### config.mk
export PLATFORM = sky130hd
export DESIGN_NAME = column_sum_dispatcher
export DESIGN_NICKNAME = d
export VERILOG_FILES = /design/src/rtl/coproc_pkg.sv /design/src/rtl/column_slice.sv /design/src/rtl/column_sum_dispatcher.sv
export SDC_FILE = /design/constraint.sdc
export NUM_CORES = 1
export LEC_CHECK = 0
export ABC_AREA = 0
export CAP_MARGIN = 20
export CORE_AREA = 2 2 311 313
export DETAILED_ROUTE_END_ITERATION = 16
export DIE_AREA = 0 0 313 315
export DONT_BUFFER_PORTS = 1
export SLEW_MARGIN = 30
export SYNTH_ARGS = -nofsm -noshare
export SYNTH_HDL_FRONTEND = slang
export SYNTH_HIERARCHICAL = 1
export SYNTH_SLANG_ARGS = --single-unit
### constraint.sdc
create_clock -name in_clk -period 1.7 [get_ports in_clk]
set_input_delay 0.255 -clock in_clk [delete_from_list [all_inputs] [get_ports in_clk]]
set_output_delay 0.255 -clock in_clk [all_outputs]
set_load 0.01 [all_outputs]
### src/rtl/coproc_pkg.sv
// Shared coprocessor definitions: handshake FSM state encodings and default geometry.
// No logic; imported by the dispatchers and the column_adder worker.
// Defaults describe a 4x4 matrix of IEEE-754 single-precision cells.
package coproc_pkg;

  typedef enum logic [1:0] {
    S_IDLE = 2'd0,
    S_SEND = 2'd1,
    S_ACK  = 2'd2,
    S_DONE = 2'd3
  } state_t;

  localparam int SIZE_DEFAULT       = 4;
  localparam int CELL_WIDTH_DEFAULT = 32;

endpackage

### src/rtl/column_slice.sv
// Extracts column `col` of a row-major size x size matrix as a packed vector.
// Purely combinational, zero latency.
// No handshake; the caller decides when the result is valid.
module column_slice #(
  parameter int size       = 4,
  parameter int cell_width = 32,
  parameter int col_w      = $clog2(size + 1)
) (
  input  logic [size*size*cell_width-1:0] matrix,
  input  logic [col_w-1:0]                col,
  output logic [size*cell_width-1:0]      column
);

  // Mux each row's cell for the selected column into its row slot.
  always_comb begin
    column = '0;
    for (int r = 0; r < size; r++) begin
      for (int c = 0; c < size; c++) begin
        if (col == c[col_w-1:0]) begin
          column[r*cell_width +: cell_width] = matrix[(r*size+c)*cell_width +: cell_width];
        end
      end
    end
  end

endmodule

### src/rtl/column_sum_dispatcher.sv
// Latches a matrix, feeds one column at a time to a column_adder worker, collects the sums.
// Per column: one cycle to present, worker latency, then ack until worker drops ready.
// Upstream waits on out_ready/in_ack; the worker is paced by ready/ack in both directions.
module column_sum_dispatcher
  import coproc_pkg::*;
#(
  parameter int size       = SIZE_DEFAULT,
  parameter int cell_width = CELL_WIDTH_DEFAULT,
  parameter int width      = cell_width * size
) (
  input  logic                  in_clk,
  input  logic                  in_reset,
  input  logic [size*width-1:0] in_matrix,
  input  logic                  in_ready,
  input  logic                  in_ack,
  output logic                  out_ready,
  output logic [width-1:0]      out_sums,
  output logic [width-1:0]      out_col,
  output logic                  out_col_ready,
  input  logic [cell_width-1:0] in_sum,
  input  logic                  in_sum_ready,
  output logic                  out_sum_ack
);

  localparam int col_w = $clog2(size + 1);
  localparam logic [col_w-1:0] last_col = col_w'(size - 1);

  state_t              state;
  state_t              state_next;
  logic [col_w-1:0]    r_col;
  logic [size*width-1:0] r_matrix;
  logic [width-1:0]    column;

  column_slice #(
    .size       (size),
    .cell_width (cell_width),
    .col_w      (col_w)
  ) u_slice (
    .matrix (r_matrix),
    .col    (r_col),
    .column (column)
  );

  // State register.
  always_ff @(posedge in_clk or negedge in_reset) begin
    if (!in_reset) begin
      state <= S_IDLE;
    end else begin
      state <= state_next;
    end
  end

  // Next state and handshake outputs decoded from the current state.
  always_comb begin
    state_next    = state;
    out_ready     = 1'b0;
    out_col_ready = 1'b0;
    out_sum_ack   = 1'b0;
    out_col       = '0;
    case (state)
      S_IDLE: begin
        if (in_ready) state_next = S_SEND;
      end
      S_SEND: begin
        out_col_ready = 1'b1;
        out_col       = column;
        if (in_sum_ready) state_next = S_ACK;
      end
      S_ACK: begin
        // Wait for the worker to drop ready so a lingering sum is not captured twice.
        out_sum_ack = 1'b1;
        if (!in_sum_ready) state_next = (r_col == last_col) ? S_DONE : S_SEND;
      end
      S_DONE: begin
        out_ready = 1'b1;
        if (in_ack) state_next = S_IDLE;
      end
      default: state_next = S_IDLE;
    endcase
  end

  // Matrix latch, column counter and result bank; sums are stored bit-exact.
  always_ff @(posedge in_clk or negedge in_reset) begin
    if (!in_reset) begin
      r_matrix <= '0;
      r_col    <= '0;
      out_sums <= '0;
    end else begin
      case (state)
        S_IDLE: begin
          r_col <= '0;
          if (in_ready) begin
            r_matrix <= in_matrix;
            out_sums <= '0;
          end
        end
        S_SEND: begin
          if (in_sum_ready) begin
            for (int c = 0; c < size; c++) begin
              if (r_col == c[col_w-1:0]) out_sums[c*cell_width +: cell_width] <= in_sum;
            end
          end
        end
        S_ACK: begin
          if (!in_sum_ready) r_col <= r_col + 1'b1;
        end
        default: ;
      endcase
    end
  end

endmodule
==> results of run 1 <==
[power groups by stage]
stage | sequential (µW) | combinational, µW | clock (µW)
4_1_cts | 27900 | 32000 | 16500
3_3_place_gp | 27500 | 24500 | 0
5_1_grt | 29200 | 38100 | 17200
6_report | 28600 | 36000 | 16100
2_1_floorplan | 25900 | 19700 | 0
3_5_place_dp | 27900 | 25300 | 0
[cells in the final DEF (no fill, tap or decap), types with 26 or more instances in the layout]
cell,count
a221o_1,94
a22o_1,34
and2_4,123
and3_1,94
buf_12,53
buf_16,26
buf_4,87
buf_6,40
clkbuf_16,98
dfrtp_1,643
dlygate4sd3_1,547
mux2_1,409
mux2_2,102
mux2i_1,174
mux2i_2,62
o22ai_1,74
o22ai_2,40
[cells in the mapped netlist, drive strengths merged, types with 5 or more instances]
library cell,count
a221o,94
a22o,34
and2,129
and3,94
buf,120
clkbuf,58
dfrtp,645
ha,5
mux2,512
mux2i,256
nor2,7
o22ai,128
[metal layers]
layer / wire length, µm / up-vias / track usage [%]
met3: 7926 / 304 / 4.986
met2: 50890 / 1131 / 32.78
li1: - / 9244 / -
met1: 39320 / 10915 / 21.90
met4: 5391 / 8 / 9.613
met5: 48 / - / 0
[logic make-up after synthesis]
logic type / synth area share [%]
buffers and inverters: 5.372
adder cells (fa/ha/maj): 0.2100
AO/OA/AOI/OAI: 7.073
flip-flops: 54.18
AND/OR/NAND/NOR: 5.208
multiplexers: 27.96
[per-stage QoR]
stage	TNS (ns)	instance area, µm²	setup WS [ns]	hold slack [ns]
CTS	-228.12	41160	-0.8275	-0.7287
global placement	-38.77	31520	-0.2488	-0.02407
floorplan	0	29790	0.02880	-0.04059
finish	-202.45	42700	-0.7579	-0.6825
detailed placement	-61.40	31520	-0.2472	-0.02335
global route	-255.61	42690	-0.8392	-0.7315
[area by class of cell]
cell class / count / area [µm²] / area share [%]
flip-flops and latches: 645 / 16150 / 37.82
multi-input cells: 1287 / 13350 / 31.26
repair buffers: 788 / 9136 / 21.40
clock buffers: 104 / 2087 / 4.888
well taps: 1276 / 1597 / 3.739
clock inverters: 30 / 344.1 / 0.8058
diodes: 11 / 27.53 / 0.06447
inverters: 3 / 13.76 / 0.03223
[path summary, 6_finish.rpt]
path                            slack (ns)                         to  depth (start not counted)                       from
worst max-delay path                 -0.76                out_col[80]                          6       r_col[1]$_DFFE_PN0P_
worst min-delay path                 -0.68  r_matrix[100]$_DFFE_PN0P_                          0                   in_reset
worst max register to register       -0.35   out_sums[53]$_DFFE_PN0P_                         11       r_col[0]$_DFFE_PN0P_
worst min register to register        0.48  r_matrix[260]$_DFFE_PN0P_                          1  r_matrix[260]$_DFFE_PN0P_
max in group asynchronous             0.34  r_matrix[175]$_DFFE_PN0P_                          3                   in_reset
min in group in_clk                   0.10   out_sums[19]$_DFFE_PN0P_                          4                   in_ready
[worst max-delay path: cells and delay by family, from the launching register on]
family,cells,cell delay (ns)
compound gates,1,0.17
buf+inv,3,0.50
mux,1,0.19
simple gates,1,0.17
flops,1,0.51
[state kept, by name, indices dropped and copies added (netlist names)]
register,flops
r_col,3
out_sums,128
state,2
r_matrix,512
[timing repair]
item,CTS,global route
endpoints found under the setup margin,765,899
pin swaps,61,63
resized for setup,285,146
buffers inserted,32,27
cloned,14,23
endpoints found under the hold margin,1290,253
==> reports/summary.txt, run 1 <==
status = finished with violations
failing checks = hold timing, setup timing
CTS Buf Count = 74
post-route ant nets = 0
Seq/Total Area, Yosys = 54.18%
Yosys reg bits = 645
I/O Buffers = 0
Post-Syn Nets = 2,667
ys flop type = dfrtp_1
via count = 21,602
clock slew at reported path FFs = 0.06 ns
final instance count without filler cells = 4,144
Comb pwr share = 44.6%
switching part of the total = 35.73%
Setup Viol. Count Final = 767
initial antenna violation count = 14
Slowest-stage cell, CP = dfrtp_4
P per Cell Area = 1890 nW/µm²
worst skew pair latency = 0.63 ns
HP Class = in -> async
Syn-to-layout area delta = 43.34%
Die W = 313 µm
WL/cell = 24.99 µm
die area = 98,600 µm²
clock root cell = clkbuf_16
sequential share of power = 35.4%
Fill cells = 8,173
GR Overflow Total = 0
RSZ-0062 raised after global routing = yes
Setup crit end kind = output pin
share of the synthesized area in the top cell type = 54.18%
detailed-route DRC error count = 0
Synth Cell Area = 29,790 µm²
Core ar. = 95,710 µm²
average size of a mapped cell = 14.10 µm²
FFs w/ async S/R, synth = 100.0%
GRT Total Usage = 19.06%
CP Cell Sequence = buf_12 -> buf_16 -> buf_16 -> mux2i_4 -> o22ai_2 -> and2_4
CP max FO = 8
CTS tree = done
Final Hold Fails = 253
Clock Power Share = 20.0%
vias per cell = 5.213
overall power = 80,700 µW
Initial DRT Pass Iterations = 5
initial DRC count = 1,506
row count = 114
first-pass GRT wire length = 144,500 µm
P_int = 51,870 µW
CP max stage delay = 0.51 ns
maximum vdd ir drop = 0.001238 V
clock sinks = 645
Initial Util = 31.13%
RD Place Congestion = 0.9670
largest net degree at the start of global routing = 646
number of nets in the layout = 3,353
startpoint types = register
slew of the pin with the lowest slew margin = 0.7263 ns
Switch Pwr = 28,830 µW
YS warnings = 6
leading post-synthesis cells by cell area = dfrtp_1 (54%), mux2_1 (15%), mux2i_1 (8.6%), mux2_2 (3.9%), a221o_1 (3.2%)
placed insts = 3,358
max-cap violations = 0
Crit path top cell by count = buf_16
hpwl dp = 62,740 µm
post-layout util = 44.61%
CP Data Arrival Time = 2.20 ns
DRT Wirelength = 103,600 µm
share of cells above drive strength 1 = 25.66%
clk_skew = 0.02156 ns
relative slew slack = 51.58%
Fmax achieved = 406.8 MHz
crit share post-route = 144.6%
Worst Setup Path Type = reg -> out
CP Data Required Time = 1.44 ns
LEAKAGE = 0.01773 µW
Bufs on Longest Clock Path = 3
max-slew violation count = 0
hold-fix buffers at CTS = 547
vias in the first global route = 22,915
die height = 315 µm
Post-synth EDFFs = 0
Setup WS post-layout = -0.7579 ns
Synth Instances = 2,113
WHS = -0.6825 ns
number of distinct library cells after synthesis = 37
Tmin final = 2.458 ns
# IOs = 808
H-tree depth = 3
largest area contributor in the netlist = dfrtp_1
No activity file was read; power rests on OpenSTA's default activity.
==> run 2, diff against run 1 <==
--- a/config.mk
+++ b/config.mk
@@ -14,5 +14,4 @@
 export SLEW_MARGIN = 30
 export SYNTH_ARGS = -nofsm -noshare
 export SYNTH_HDL_FRONTEND = slang
-export SYNTH_HIERARCHICAL = 1
 export SYNTH_SLANG_ARGS = --single-unit
==> reports/summary.txt, run 2 <==
detailed-route DRC error count = 0 (unchanged)
CP Cell Sequence = ha_2 -> ha_4 -> nor4_4 -> buf_4 -> buf_12 -> buf_16 -> a32o_2
status = finished with violations
CP max FO = 16 (+8)
Initial DRT Pass Iterations = 8 (+3)
compound-gate portion of the synthesized area = 13.33% (+6.3 points)
Slowest-stage cell, CP = dfrtp_1
Worst Setup Path Type = reg -> out
failing checks = hold timing, setup timing
max-slew violation count = 0 (unchanged)
Switch Pwr = 26,300 µW (-8.8%)
CP top delay family = buffers and inverters
GR Overflow Total = 0 (unchanged)
largest net degree at the start of global routing = 646 (unchanged)
clock slew at reported path FFs = 0.06 ns (about the same)
GR Util met1 = 21.28% (-0.62 points)
CP Data Required Time = 1.44 ns (about the same)
die area = 98,600 µm² (unchanged)
Post-synth top cells = dfrtp_1 (645), mux2_2 (455), o21ai_0 (134), nand2_1 (132), nand2b_1 (130)
share of cells above drive strength 1 = 32.00% (+6.3 points)
initial DRC count = 1,399 (-7.1%)
GR Util met2 = 32.12% (-0.65 points)
Setup crit end kind = output pin
Post-synth EDFFs = 0 (unchanged)
Yosys reg bits = 645 (unchanged)
Synth Area in Simple Gates = 5.097% (-0.11 points)
final instance count without filler cells = 4,124 (-0.48%)
clk_skew = 0.02889 ns (+0.007324 ns)
post-route ant nets = 0 (unchanged)
WL/cell = 23.85 µm (-4.6%)
HP Class = in -> async
initial antenna violation count = 23 (+9)
WHS = -0.6835 ns (-0.0009610 ns)
LEAKAGE = 0.01697 µW (-4.3%)
FFs w/ async S/R, synth = 100.0% (unchanged)
number of nets in the layout = 3,335 (-0.54%)
maximum vdd ir drop = 0.001129 V (-8.8%)
I/O Buffers = 0 (unchanged)
Synth Area in XOR/XNOR = 0% (unchanged)
Bufs on Longest Clock Path = 3 (unchanged)
vias per cell = 5.139 (-1.4%)
DRT Wirelength = 98,370 µm (-5.0%)
clock root cell = clkbuf_16
commonest cells after routing, fill and taps aside = dfrtp_1 (644), dlygate4sd3_1 (547), mux2_2 (455)
Top Registers = r_matrix (512), out_sums (128), r_col (3)
GRT busiest layer = met2
GRT Total Usage = 18.65% (-0.41 points)
Final Hold Fails = 345 (+36%)
r2r worst-path depth = 7 (-4)
Synth Instances = 2,157 (+2.1%)
CP max stage delay = 0.42 ns (-0.09 ns)
Post-Syn Nets = 2,711 (+1.6%)
die height = 315 µm (unchanged)
CTS Buf Count = 73 (-1.4%)
crit share post-route = 158.1% (+13 points)
Seq/Total Area, Yosys = 57.18% (+3.0 points)
max reg flops = 512 (unchanged)
# IOs = 808 (unchanged)
RSZ-0062 raised after global routing = yes
Setup Viol. Count Final = 762 (-0.65%)
RD Place Congestion = 0.8846 (-8.5%)
vias in the first global route = 23,109 (+0.85%)
CP Data Arrival Time = 2.43 ns (+0.23 ns)
Worst path depth = 7 (+1)
startpoint types = register
average size of a mapped cell = 13.09 µm² (-7.2%)
ys flop type = dfrtp_1
first-pass GRT wire length = 141,900 µm (-1.8%)
Initial Util = 29.50% (-1.6 points)
met3 Use GR = 5.585% (+0.60 points)
sequential share of power = 36.7% (+1.3 points)
most frequent cell after synthesis = dfrtp_1
hpwl dp = 63,280 µm (+0.87%)
final instance area = 39,540 µm² (-7.4%)
Core ar. = 95,710 µm² (unchanged)
Clock Power Share = 21.6% (+1.6 points)
via count = 21,192 (-1.9%)
switching part of the total = 35.32% (-0.41 points)
leading post-synthesis cells by cell area = dfrtp_1 (57%), mux2_2 (18%), a32o_1 (4.5%), a22o_1 (4.0%), nand2b_1 (2.9%)
P per Cell Area = 1883 nW/µm² (-0.37%)
worst skew pair latency = 0.63 ns (about the same)
commonest non-fill, non-tap cell in the layout = dfrtp_1
row count = 114 (unchanged)
max-cap violations = 0 (unchanged)
Fmax achieved = 372.1 MHz (-8.5%)
mux cell area share after synthesis = 20.46% (-7.5 points)
share of the synthesized area in the top cell type = 57.18% (+3.0 points)
CTS tree = done
TNS Setup = -223.47 ns (-21.02 ns)
FF-to-FF setup slack = -0.25 ns (+0.10 ns)
Setup WS post-layout = -0.9871 ns (-0.2291 ns)
P_int = 48,160 µW (-7.1%)
slew of the pin with the lowest slew margin = 0.9371 ns (+0.2108 ns)
Syn-to-layout area delta = 40.07%
relative slew slack = 37.53% (-14 points)
H-tree depth = 3 (unchanged)
number of distinct library cells after synthesis = 32 (-14%)
hold-fix buffers at CTS = 547 (unchanged)
Comb pwr share = 41.6% (-3.0 points)
YS warnings = 0 (-6)
worst path bufs/invs = 3 (unchanged)
Die W = 313 µm (unchanged)
largest family of logic cells by synthesized area = multiplexers
dpl cell area = 30,660 µm² (-2.7%)
clock sinks = 645 (unchanged)
largest area contributor in the netlist = dfrtp_1
Biggest register = r_matrix
Synth Cell Area = 28,230 µm² (-5.2%)
Adder-Cell Fraction of Synth Area = 0.2216% (+0.012 points)
placed insts = 3,402 (+1.3%)
Tmin final = 2.687 ns (+0.2291 ns)
-- run 2: path summary, 6_finish.rpt --
path	start	to
max	r_col[1]$_DFFE_PN0P_	out_col[86]
min	in_reset	r_matrix[416]$_DFFE_PN0P_
max reg2reg	r_col[0]$_DFFE_PN0P_	out_sums[89]$_DFFE_PN0P_
min reg2reg	r_matrix[37]$_DFFE_PN0P_	r_matrix[37]$_DFFE_PN0P_
max in group asynchronous	in_reset	r_matrix[55]$_DFFE_PN0P_
min in group in_clk	in_sum_ready	out_sums[37]$_DFFE_PN0P_
-- run 2: power by group through the flow --
stage / Combinational (µW) / Clock, µW / Sequential [µW]
2_1_floorplan: 19600 / 0 / 25400
3_3_place_gp: 25900 / 0 / 26900
3_5_place_dp: 26600 / 0 / 27200
4_1_cts: 29300 / 16400 / 27000
5_1_grt: 33100 / 17100 / 28000
6_report: 31000 / 16100 / 27400
-- run 2: area by class of cell --
class	instances	area (µm²)
Antenna cell	17	42.54
Clock buffer	105	2128
Clock inverter	20	311.5
Fill cell	8559	56170
Inverter	5	18.77
Multi-Input combinational cell	1322	11360
Sequential cell	645	16140
Tap cell	1276	1597
Timing Repair Buffer	734	7940
-- run 2: what timing repair did --
item / CTS / global route
endpoints found under the setup margin: 755 / 765
pin swaps: 9 / 12
resized for setup: 62 / 46
hold endpoints to repair: 1290 / 345
buffers inserted: 8 / 4
cloned: 8 / 11
-- run 2: logic make-up after synthesis --
family / Yosys count
buf+inv: 190
simple gates: 279
flops: 645
fa+ha+maj: 5
compound gates: 525
mux: 513
-- run 2: layer usage --
| layer | part of all wire (%) | wire length, µm |
|---|---|---|
| met5 | 0.045 | 44 |
| met2 | 50 | 49200 |
| met1 | 38 | 37400 |
| met3 | 7.8 | 7670 |
| met4 | 4.1 | 4060 |
-- run 2: worst reg2reg max path: stages (launching register included) --
cell      delay, ns
dfrtp_1        0.41
inv_1          0.17
ha_4           0.20
buf_12         0.21
nand4b_1       0.14
a21o_1         0.22
buf_12         0.17
a22o_1         0.30
-- run 2: stage by stage --
stage | worst slack (ns) | util, % | hold slack [ns] | power, µW
floorplan | -0.1216 | - | -0.04059 | 45000
global route | -1.110 | 41.31 | -0.7372 | 78210
finish | -0.9871 | 41.31 | -0.6835 | 74460
detailed placement | -0.6995 | 32.04 | -0.009121 | 53790
CTS | -1.092 | 40.82 | -0.7079 | 72670
global placement | -0.6644 | 32.04 | -0.007762 | 52780
